--- src/rtl/bp_be_pkg.sv ---
// Shared types for the back-end prefetch sequencer slice.
package bp_be_pkg;

  // Sequencer FSM: wait for a descriptor, test one candidate line, offer one request
  typedef enum logic [1:0] {
    e_pref_idle,
    e_pref_gen,
    e_pref_emit
  } bp_be_pref_seq_state_e;

endpackage

--- src/rtl/bp_be_prefetch_line_filter.sv ---
// Small fully associative filter of recently requested cache-line tags.
// Round-robin replacement; a clear wipes every entry and rewinds the pointer.
module bp_be_prefetch_line_filter
  import bp_be_pkg::*;
#(
  parameter int tag_width_p = 33,
  parameter int els_p       = 4
) (
  input  logic                   clk_i,
  input  logic                   reset_i,
  input  logic                   clear_i,
  input  logic [tag_width_p-1:0] lookup_tag_i,
  output logic                   hit_o,
  input  logic                   insert_v_i,
  input  logic [tag_width_p-1:0] insert_tag_i
);

  localparam int ptr_width_lp = (els_p > 1) ? $clog2(els_p) : 1;

  logic [els_p-1:0][tag_width_p-1:0] tag_q, tag_d;
  logic [els_p-1:0]                  valid_q, valid_d;
  logic [ptr_width_lp-1:0]           ptr_q, ptr_d;

  // Associative match of the lookup tag against every valid entry
  always_comb begin
    hit_o = 1'b0;
    for (int i = 0; i < els_p; i++) begin
      if (valid_q[i] && (tag_q[i] == lookup_tag_i)) hit_o = 1'b1;
    end
  end

  // Next-state: clear has priority over an insert in the same cycle
  always_comb begin
    tag_d   = tag_q;
    valid_d = valid_q;
    ptr_d   = ptr_q;
    if (clear_i) begin
      valid_d = '0;
      ptr_d   = '0;
    end else if (insert_v_i) begin
      tag_d[ptr_q]   = insert_tag_i;
      valid_d[ptr_q] = 1'b1;
      ptr_d          = ptr_q + 1'b1;
    end
  end

  // Filter storage registers
  always_ff @(posedge clk_i or posedge reset_i) begin
    if (reset_i) begin
      tag_q   <= '0;
      valid_q <= '0;
      ptr_q   <= '0;
    end else begin
      tag_q   <= tag_d;
      valid_q <= valid_d;
      ptr_q   <= ptr_d;
    end
  end

endmodule

--- src/rtl/bp_be_prefetch_sequencer.sv ---
// Expands a strided-loop descriptor into a stream of line-aligned prefetch
// requests, dropping lines already seen by the recent-line filter.
module bp_be_prefetch_sequencer
  import bp_be_pkg::*;
#(
  parameter int vaddr_width_p        = 39,
  parameter int stride_width_p       = 8,
  parameter int loop_range_p         = 8,
  parameter int block_offset_width_p = 6,
  parameter int filter_els_p         = 4
) (
  input  logic                      clk_i,
  input  logic                      reset_i,
  input  logic                      desc_v_i,
  output logic                      desc_ready_and_o,
  input  logic [vaddr_width_p-1:0]  desc_pc_i,
  input  logic [vaddr_width_p-1:0]  desc_eff_addr_i,
  input  logic [stride_width_p-1:0] desc_stride_i,
  input  logic [loop_range_p-1:0]   desc_count_i,
  input  logic                      flush_i,
  output logic                      v_o,
  output logic [vaddr_width_p-1:0]  addr_o,
  output logic [vaddr_width_p-1:0]  pc_o,
  input  logic                      yumi_i,
  output logic                      busy_o
);

  localparam int tag_width_lp = vaddr_width_p - block_offset_width_p;

  bp_be_pref_seq_state_e state_q, state_d;
  logic [vaddr_width_p-1:0] cur_q, cur_d;
  logic [vaddr_width_p-1:0] stride_q, stride_d;
  logic [vaddr_width_p-1:0] pc_q, pc_d;
  logic [vaddr_width_p-1:0] addr_q, addr_d;
  logic [vaddr_width_p-1:0] pc_out_q, pc_out_d;
  logic [loop_range_p-1:0]  rem_q, rem_d;

  logic [vaddr_width_p-1:0] desc_stride_sext;
  logic [tag_width_lp-1:0]  cur_tag;
  logic                     filter_hit;
  logic                     desc_accept;
  logic                     emit_taken;
  logic                     rem_last;

  assign desc_stride_sext = {{(vaddr_width_p-stride_width_p){desc_stride_i[stride_width_p-1]}},
                             desc_stride_i};
  assign cur_tag          = cur_q[vaddr_width_p-1:block_offset_width_p];
  assign desc_ready_and_o = (state_q == e_pref_idle) & ~flush_i & ~reset_i;
  assign desc_accept      = desc_v_i & desc_ready_and_o;
  assign v_o              = (state_q == e_pref_emit) & ~flush_i;
  assign emit_taken       = v_o & yumi_i;
  assign rem_last         = (rem_q == loop_range_p'(1));
  assign busy_o           = (state_q != e_pref_idle);
  assign addr_o           = addr_q;
  assign pc_o             = pc_out_q;

  bp_be_prefetch_line_filter #(
    .tag_width_p (tag_width_lp),
    .els_p       (filter_els_p)
  ) line_filter (
    .clk_i        (clk_i),
    .reset_i      (reset_i),
    .clear_i      (flush_i),
    .lookup_tag_i (cur_tag),
    .hit_o        (filter_hit),
    .insert_v_i   (emit_taken),
    .insert_tag_i (addr_q[vaddr_width_p-1:block_offset_width_p])
  );

  // Sequencer next-state: accept, walk candidates, hold the offered request until taken
  always_comb begin
    state_d  = state_q;
    cur_d    = cur_q;
    stride_d = stride_q;
    pc_d     = pc_q;
    addr_d   = addr_q;
    pc_out_d = pc_out_q;
    rem_d    = rem_q;
    if (flush_i) begin
      state_d = e_pref_idle;
    end else begin
      case (state_q)
        e_pref_idle: begin
          if (desc_accept) begin
            cur_d    = desc_eff_addr_i + desc_stride_sext;
            stride_d = desc_stride_sext;
            pc_d     = desc_pc_i;
            if (desc_stride_i == '0)
              rem_d = (desc_count_i != '0) ? loop_range_p'(1) : '0;
            else
              rem_d = desc_count_i;
            state_d = (desc_count_i != '0) ? e_pref_gen : e_pref_idle;
          end
        end
        e_pref_gen: begin
          if (filter_hit) begin
            cur_d   = cur_q + stride_q;
            rem_d   = rem_q - 1'b1;
            state_d = rem_last ? e_pref_idle : e_pref_gen;
          end else begin
            addr_d   = {cur_tag, {block_offset_width_p{1'b0}}};
            pc_out_d = pc_q;
            state_d  = e_pref_emit;
          end
        end
        e_pref_emit: begin
          if (yumi_i) begin
            cur_d   = cur_q + stride_q;
            rem_d   = rem_q - 1'b1;
            state_d = rem_last ? e_pref_idle : e_pref_gen;
          end
        end
        default: state_d = e_pref_idle;
      endcase
    end
  end

  // Sequencer state and output registers
  always_ff @(posedge clk_i or posedge reset_i) begin
    if (reset_i) begin
      state_q  <= e_pref_idle;
      cur_q    <= '0;
      stride_q <= '0;
      pc_q     <= '0;
      addr_q   <= '0;
      pc_out_q <= '0;
      rem_q    <= '0;
    end else begin
      state_q  <= state_d;
      cur_q    <= cur_d;
      stride_q <= stride_d;
      pc_q     <= pc_d;
      addr_q   <= addr_d;
      pc_out_q <= pc_out_d;
      rem_q    <= rem_d;
    end
  end

endmodule
--- config.mk ---
export PLATFORM = sky130hd
export DESIGN_NAME = bp_be_prefetch_sequencer
export DESIGN_NICKNAME = d
export VERILOG_FILES = /design/src/rtl/bp_be_pkg.sv /design/src/rtl/bp_be_prefetch_line_filter.sv /design/src/rtl/bp_be_prefetch_sequencer.sv
export SDC_FILE = /design/constraint.sdc
export NUM_CORES = 1
export LEC_CHECK = 0
export ABC_CLOCK_PERIOD_IN_PS = 8200
export BUFFER_PORTS_ARGS = -buffer_cell sky130_fd_sc_hd__buf_4
export CORE_ASPECT_RATIO = 0.7
export CORE_UTILIZATION = 55
export DETAILED_ROUTE_END_ITERATION = 16
export PLACE_DENSITY = 0.75
export SYNTH_ARGS = -nofsm -noshare
export SYNTH_HDL_FRONTEND = slang
export SYNTH_HIERARCHICAL = 1
export SYNTH_SLANG_ARGS = --single-unit
--- constraint.sdc ---
create_clock -name clk_i -period 8.2 [get_ports clk_i]
set_input_delay 2.05 -clock clk_i [delete_from_list [all_inputs] [get_ports clk_i]]
set_output_delay 2.05 -clock clk_i [all_outputs]
set_load 0.05 [all_outputs]
Word-level counts from Yosys, hierarchy flattened
Cells that the tools add are included.

word-level totals
  register bits = 306
  input bits = 99
  output and inout bits = 81
  word-level logic and storage cells = 86

operators by class
  $add $sub $neg = 4
  $lt $le $gt $ge = 2
  eq/ne operators = 12
  muxes and demuxes = 30
  bitwise operators = 9
  reductions and logical operators = 16

operators with widths
  cell                 number
  $bwmux 132           1
  $eq 33x33->1         4
  $mux 39              3
  $pmux 39 s3          1
  $add 39x39->39       2
  $demux 33 s2         1
  $mux 33              1
  $mux 8               4
  $pmux 8 s3           1
  $mux 2               6
  $eq 8x1->1 const B   1
  $logic_not 8->1      1
  $mux 1               8
  $mux 4               2
  $reduce_bool 8->1    1
  $sub 8x1->8 const B  1
  $ne 2x2->1 const B   3
  $ne 3x3->1 const B   2
  $pmux 2 s3           1
  $reduce_and 3->1     2
  $and 1x1->1          5
  $logic_and 1x1->1    5
  $reduce_and 5->1     1
  $or 4x4->4           1
  other kinds (11)     15

Logic depth before layout (Yosys ltp)
  depth after elaboration = 9
  gate-level depth with buffers = 13
  gate-level depth less buffers = 13

Cells and area by module
The synthesis kept the hierarchy.

modules (own cells, without submodules)
  module                      instances  cells an instance  area each (sq um)  seq. area each (sq um)
  bp_be_prefetch_sequencer    1          1085               10797.9            4204.0
  bp_be_prefetch_line_filter  1          489                6627.6             3453.3

Worst setup path after synthesis
Ideal clock, no wire load.

  path type = input -> output
  start point = input flush_i
  end point = output desc_ready_and_o
  data arrival time = 3.157 ns
  required time = 6.150 ns
  path slack = 2.993 ns
  cell stages on the path = 1
  path buffers = 0
  cells stage by stage = nor3_1

between the ends
  longest elaborated chain between the ends = 3

ends and longest elaborated chain
  what                       line                            RTL
  start: declaration         bp_be_prefetch_sequencer.sv:20  input logic flush_i,
  $not 1->1 (no line)        n/a
  $and 1x1->1 (2 in series)  bp_be_prefetch_sequencer.sv:48  assign desc_ready_and_o = (state_q == e_pref_idle) & ~flush_i & ~reset_i;
  end: declaration           bp_be_prefetch_sequencer.sv:15  output logic desc_ready_and_o,

Every way passes these cells.

Final worst setup path
Same ends and word-level chain as after synthesis.

==> impl_summary.txt <==
----------------------------------------------------
[Run status]
  Result of the run ... finished, final reports clean

[Logic synthesis]
  Fraction of post-synthesis cell area in the top cell type by area ... 0.439
  EDFF count, synth ... 0
  Mapped Area ... 0.0174 mm2
  Ranking of synthesized cells by area ... sky130_fd_sc_hd__dfrtp_1 (44%), sky130_fd_sc_hd__mux2_2 (8.8%), sky130_fd_sc_hd__xor2_1 (7.5%), sky130_fd_sc_hd__mux2_1 (7.5%), sky130_fd_sc_hd__ha_1 (6.2%)
  Post-Syn Instances ... 1574
  Most instantiated cells after synthesis ... sky130_fd_sc_hd__dfrtp_1 (306), sky130_fd_sc_hd__xor2_1 (150), sky130_fd_sc_hd__mux2_2 (136)
  Mean cell area of the mapped netlist ... 11.1 um2
  Async set or reset register ratio after synthesis ... 1.00
  Register area share after synthesis ... 0.439
  Synth warn ... 6
  Flops & latches, synth ... 306
  Flip-flop cell with the highest count after synthesis ... sky130_fd_sc_hd__dfrtp_1
  Cell type with the highest aggregate area in the netlist ... sky130_fd_sc_hd__dfrtp_1
  Library cells used by synthesis ... 77
  Most common cell in the netlist ... sky130_fd_sc_hd__dfrtp_1

[STA]
  Total Neg Setup Slack ... 0 ps
  Unrepaired setup endpoints after global routing ... false
  Setup-failing EPs final ... 0
  Achievable frequency ... 0.212 GHz
  Final hold vios ... 0
  Crit share post-route ... 0.576
  Normalized max-slew margin ... 0.287
  Minimum hold slack ... 499 ps
  Max Transition Viols Final ... 0
  Worst path setup slack after routing ... 3470 ps
  Clock period minus worst slack ... 4730 ps
  Worst clock skew on the final layout ... 10.2 ps
  Tightest Pin Transition ... 1070 ps

[Floorplanning]
  Die Ht ... 151 um
  Die span in x ... 215 um
  Row cnt ... 54
  Top-Level Pins ... 180
  Die Footprint ... 0.0324 mm2
  Effective utilization at floorplan ... 0.559
  Total core area ... 0.0311 mm2

[Drt]
  DR vias/cell ... 5.92
  Detailed-route DRC error count ... 0
  Length of the first detailed-routing pass in iterations ... 5
  DRC violation total after the first TritonRoute iteration ... 942
  Vias post-DR ... 12849
  Wire per inst ... 20.3 um
  Routed wl met3 ... 3340 um
  Met1 Wirelength ... 20400 um
  Routed Wire Length ... 44100 um
  Uppermost layer routed ... met4
  Final antenna-violating net count ... 0
  Met2 WL post-DR ... 19600 um

[Worst setup path]
  Critical Path Source Type ... input port
  Worst path top cell family by delay ... buffers and inverters
  Max incr delay on CP ... 240 ps
  Endpoint class of the critical path ... output pin
  Sequence of cells on the critical path ... buf_4 -> nor3_1 -> buf_4
  Category of the critical setup timing path ... in2out
  Cell with the biggest individual delay on the critical path ... sky130_fd_sc_hd__buf_4
  CP required ... 6150 ps
  R2R setup slack ... 4080 ps
  Library cell appearing most often on the critical path ... sky130_fd_sc_hd__buf_4
  Critical path fanouts, max ... 13
  Worst path arrival time ... 2680 ps
  Crit path buf inv count ... 2

[Power]
  Pint ... 4.33 mW
  Peak VDD IR ... 0.278 mV
  Clock share of power ... 0.178
  Combinational power share ... 0.496
  PD cells ... 392 mW/mm2
  Total leakage power ... 9.95 nW
  Post-layout total power ... 7.86 mW
  Sw frac ... 0.449
  Relative contribution of sequential cells to total power ... 0.326
  Switching power summed over all nets ... 3.53 mW

[Cells and area]
  Share of post-route cells with drive strength above 1 ... 0.230
  Antenna Cells ... 0
  Reg area ... 0.00766 mm2
  Final cell utilization of the core ... 0.644
  Layout net count ... 1919
  Signed area change from the synthesized netlist to the final layout ... 15.2%
  Fill cell count ... 2441
  Footprint of the multi-input gates ... 0.00939 mm2

[CTS]
  Cell chosen for the clock root ... sky130_fd_sc_hd__clkbuf_16
  Clock Sink Count ... 306
  Quantity of hold-fixing buffers added after cts ... 0
  Number of buffers on the longest clock path ... 3
  Count of buffers added by post-CTS timing repair for setup ... 0
  Worst skew pair latency ... 560 ps
  Num CTS Buffers ... 29
  Clock-pin transition on the worst setup and hold timing paths ... 60 ps
  Clock tree from TritonCTS ... built
  H-tree depth reported by CTS ... 1
  Quantity of gates resized following cts ... 0

[Job]
  MaxCap Viol Count ... 0

[Placement]
  Number of buffers added on ports ... 173
  Setup slack at placement ... 2930 ps
  Estimated wirelength of the detail-placed design ... 31600 um
  Placer congestion estimate ... 0.889

[GRT]
  Aggregate global-route resource usage ... 0.276
  Wire length of the first global-routing pass ... 70600 um
  Maximum number of pins on one net before global-route repair ... 87
  Sum of overflow across all layers after global routing ... 0
  Antenna violations before repair ... 0
  Vias in the first global route ... 12865

[Hold path]
  Path type of the worst min-delay path ... reg2reg

----------------------------------------------------
## metrics by stage
step | instances | cell area, um2
floorplan | 1579 | 17400
global placement | 2121 | 19100
detailed placement | 2121 | 19100
CTS | 2171 | 20100
global route | 2171 | 20100
finish | 2171 | 20100
## logic make-up (layout without fill, tap and decap cells)
| kind of cell | Yosys count | after routing | share of synthesized area |
|---|---|---|---|
| AOI/OAI and AO/OA | 316 | 316 | 0.117 |
| xor gates and xnor gates | 196 | 196 | 0.0985 |
| adders and majority gates | 88 | 88 | 0.0640 |
| buffers and inverters | 99 | 271 | 0.0237 |
| DFF | 306 | 306 | 0.439 |
| muxes | 264 | 264 | 0.170 |
| other | 1 | 6 | 0.000215 |
| and+or+nand+nor | 304 | 304 | 0.0874 |
## final timing paths
| path | end | startpoint | cells after the start |
|---|---|---|---|
| max reg2reg | addr_o[25] | cur_q[6] | 9 |
| max | desc_ready_and_o | flush_i | 3 |
| min in group asynchronous | line_filter/ptr_q[0] | reset_i | 2 |
| max in group asynchronous | line_filter/tag_q[90] | reset_i | 4 |
| min | line_filter/tag_q[67] | line_filter/tag_q[67] | 1 |
| min reg2reg | line_filter/tag_q[67] | line_filter/tag_q[67] | 1 |
## flip-flops by register name, indices dropped and copies added, names as in the netlist
signal and count:
cur_q 39, stride_q 8, state_q 2, line_filter/tag_q 132
pc_q 39, addr_o 33, line_filter/valid_q 4, pc_o 39
line_filter/ptr_q 2, rem_q 8
## layout by cell type (no fill, tap or decap), types with 5 or more instances in the layout
| cell | synthesis | final |
|---|---|---|
| sky130_fd_sc_hd__a211oi_1 | 10 | 10 |
| sky130_fd_sc_hd__a21o_1 | 28 | 28 |
| sky130_fd_sc_hd__a21oi_1 | 97 | 97 |
| sky130_fd_sc_hd__a31oi_1 | 8 | 8 |
| sky130_fd_sc_hd__and2_1 | 8 | 7 |
| sky130_fd_sc_hd__and3_1 | 7 | 7 |
| sky130_fd_sc_hd__buf_4 | 6 | 181 |
| sky130_fd_sc_hd__clkbuf_1 | 32 | 6 |
| sky130_fd_sc_hd__clkbuf_16 | 0 | 29 |
| sky130_fd_sc_hd__clkbuf_8 | 0 | 6 |
| sky130_fd_sc_hd__conb_1 | 1 | 6 |
| sky130_fd_sc_hd__dfrtp_1 | 306 | 306 |
| sky130_fd_sc_hd__ha_1 | 86 | 85 |
| sky130_fd_sc_hd__inv_1 | 40 | 38 |
| sky130_fd_sc_hd__mux2_1 | 116 | 116 |
| sky130_fd_sc_hd__mux2_2 | 136 | 136 |
| sky130_fd_sc_hd__mux2i_1 | 12 | 12 |
| sky130_fd_sc_hd__nand2_1 | 80 | 80 |
| sky130_fd_sc_hd__nand2b_1 | 10 | 10 |
| sky130_fd_sc_hd__nand3_1 | 21 | 20 |
| sky130_fd_sc_hd__nand4_1 | 17 | 17 |
| sky130_fd_sc_hd__nor2_1 | 73 | 72 |
| sky130_fd_sc_hd__nor2b_1 | 12 | 12 |
| sky130_fd_sc_hd__nor3_1 | 16 | 16 |
| sky130_fd_sc_hd__nor4_1 | 32 | 32 |
| sky130_fd_sc_hd__o211ai_1 | 9 | 9 |
| sky130_fd_sc_hd__o21a_1 | 9 | 9 |
| sky130_fd_sc_hd__o21ai_0 | 60 | 60 |
| sky130_fd_sc_hd__o21ai_1 | 27 | 27 |
| sky130_fd_sc_hd__o21bai_1 | 10 | 10 |
| sky130_fd_sc_hd__o221ai_1 | 5 | 5 |
| sky130_fd_sc_hd__or2_2 | 5 | 5 |
| sky130_fd_sc_hd__or3_1 | 5 | 5 |
| sky130_fd_sc_hd__xnor2_1 | 46 | 46 |
| sky130_fd_sc_hd__xor2_1 | 150 | 150 |
## power groups by stage
stage	Clock, mW	Combinational, mW	Sequential (mW)
after floorplan	0	2.28	2.98
after global placement	0	3.77	2.55
after detailed placement	0	3.84	2.58
after CTS	1.42	3.87	2.56
after global routing	1.47	4.21	2.63
final	1.40	3.89	2.57
## per-layer routing
layer  track usage  vias to the layer above
li1              -                     5966
met4        0.0486                        0
met3        0.0645                       57
met2         0.423                      408
met1         0.401                     6418
met5             0                        -
## layout make-up
type	instances	share of cell area
clock buffers	41	0.0414
clock inverters	9	0.00742
inverters	40	0.00786
multi-input cells	1174	0.468
flip-flops and latches	306	0.382
well taps	420	0.0262
repair buffers	181	0.0677
No activity file was read; power rests on OpenSTA's default activity.
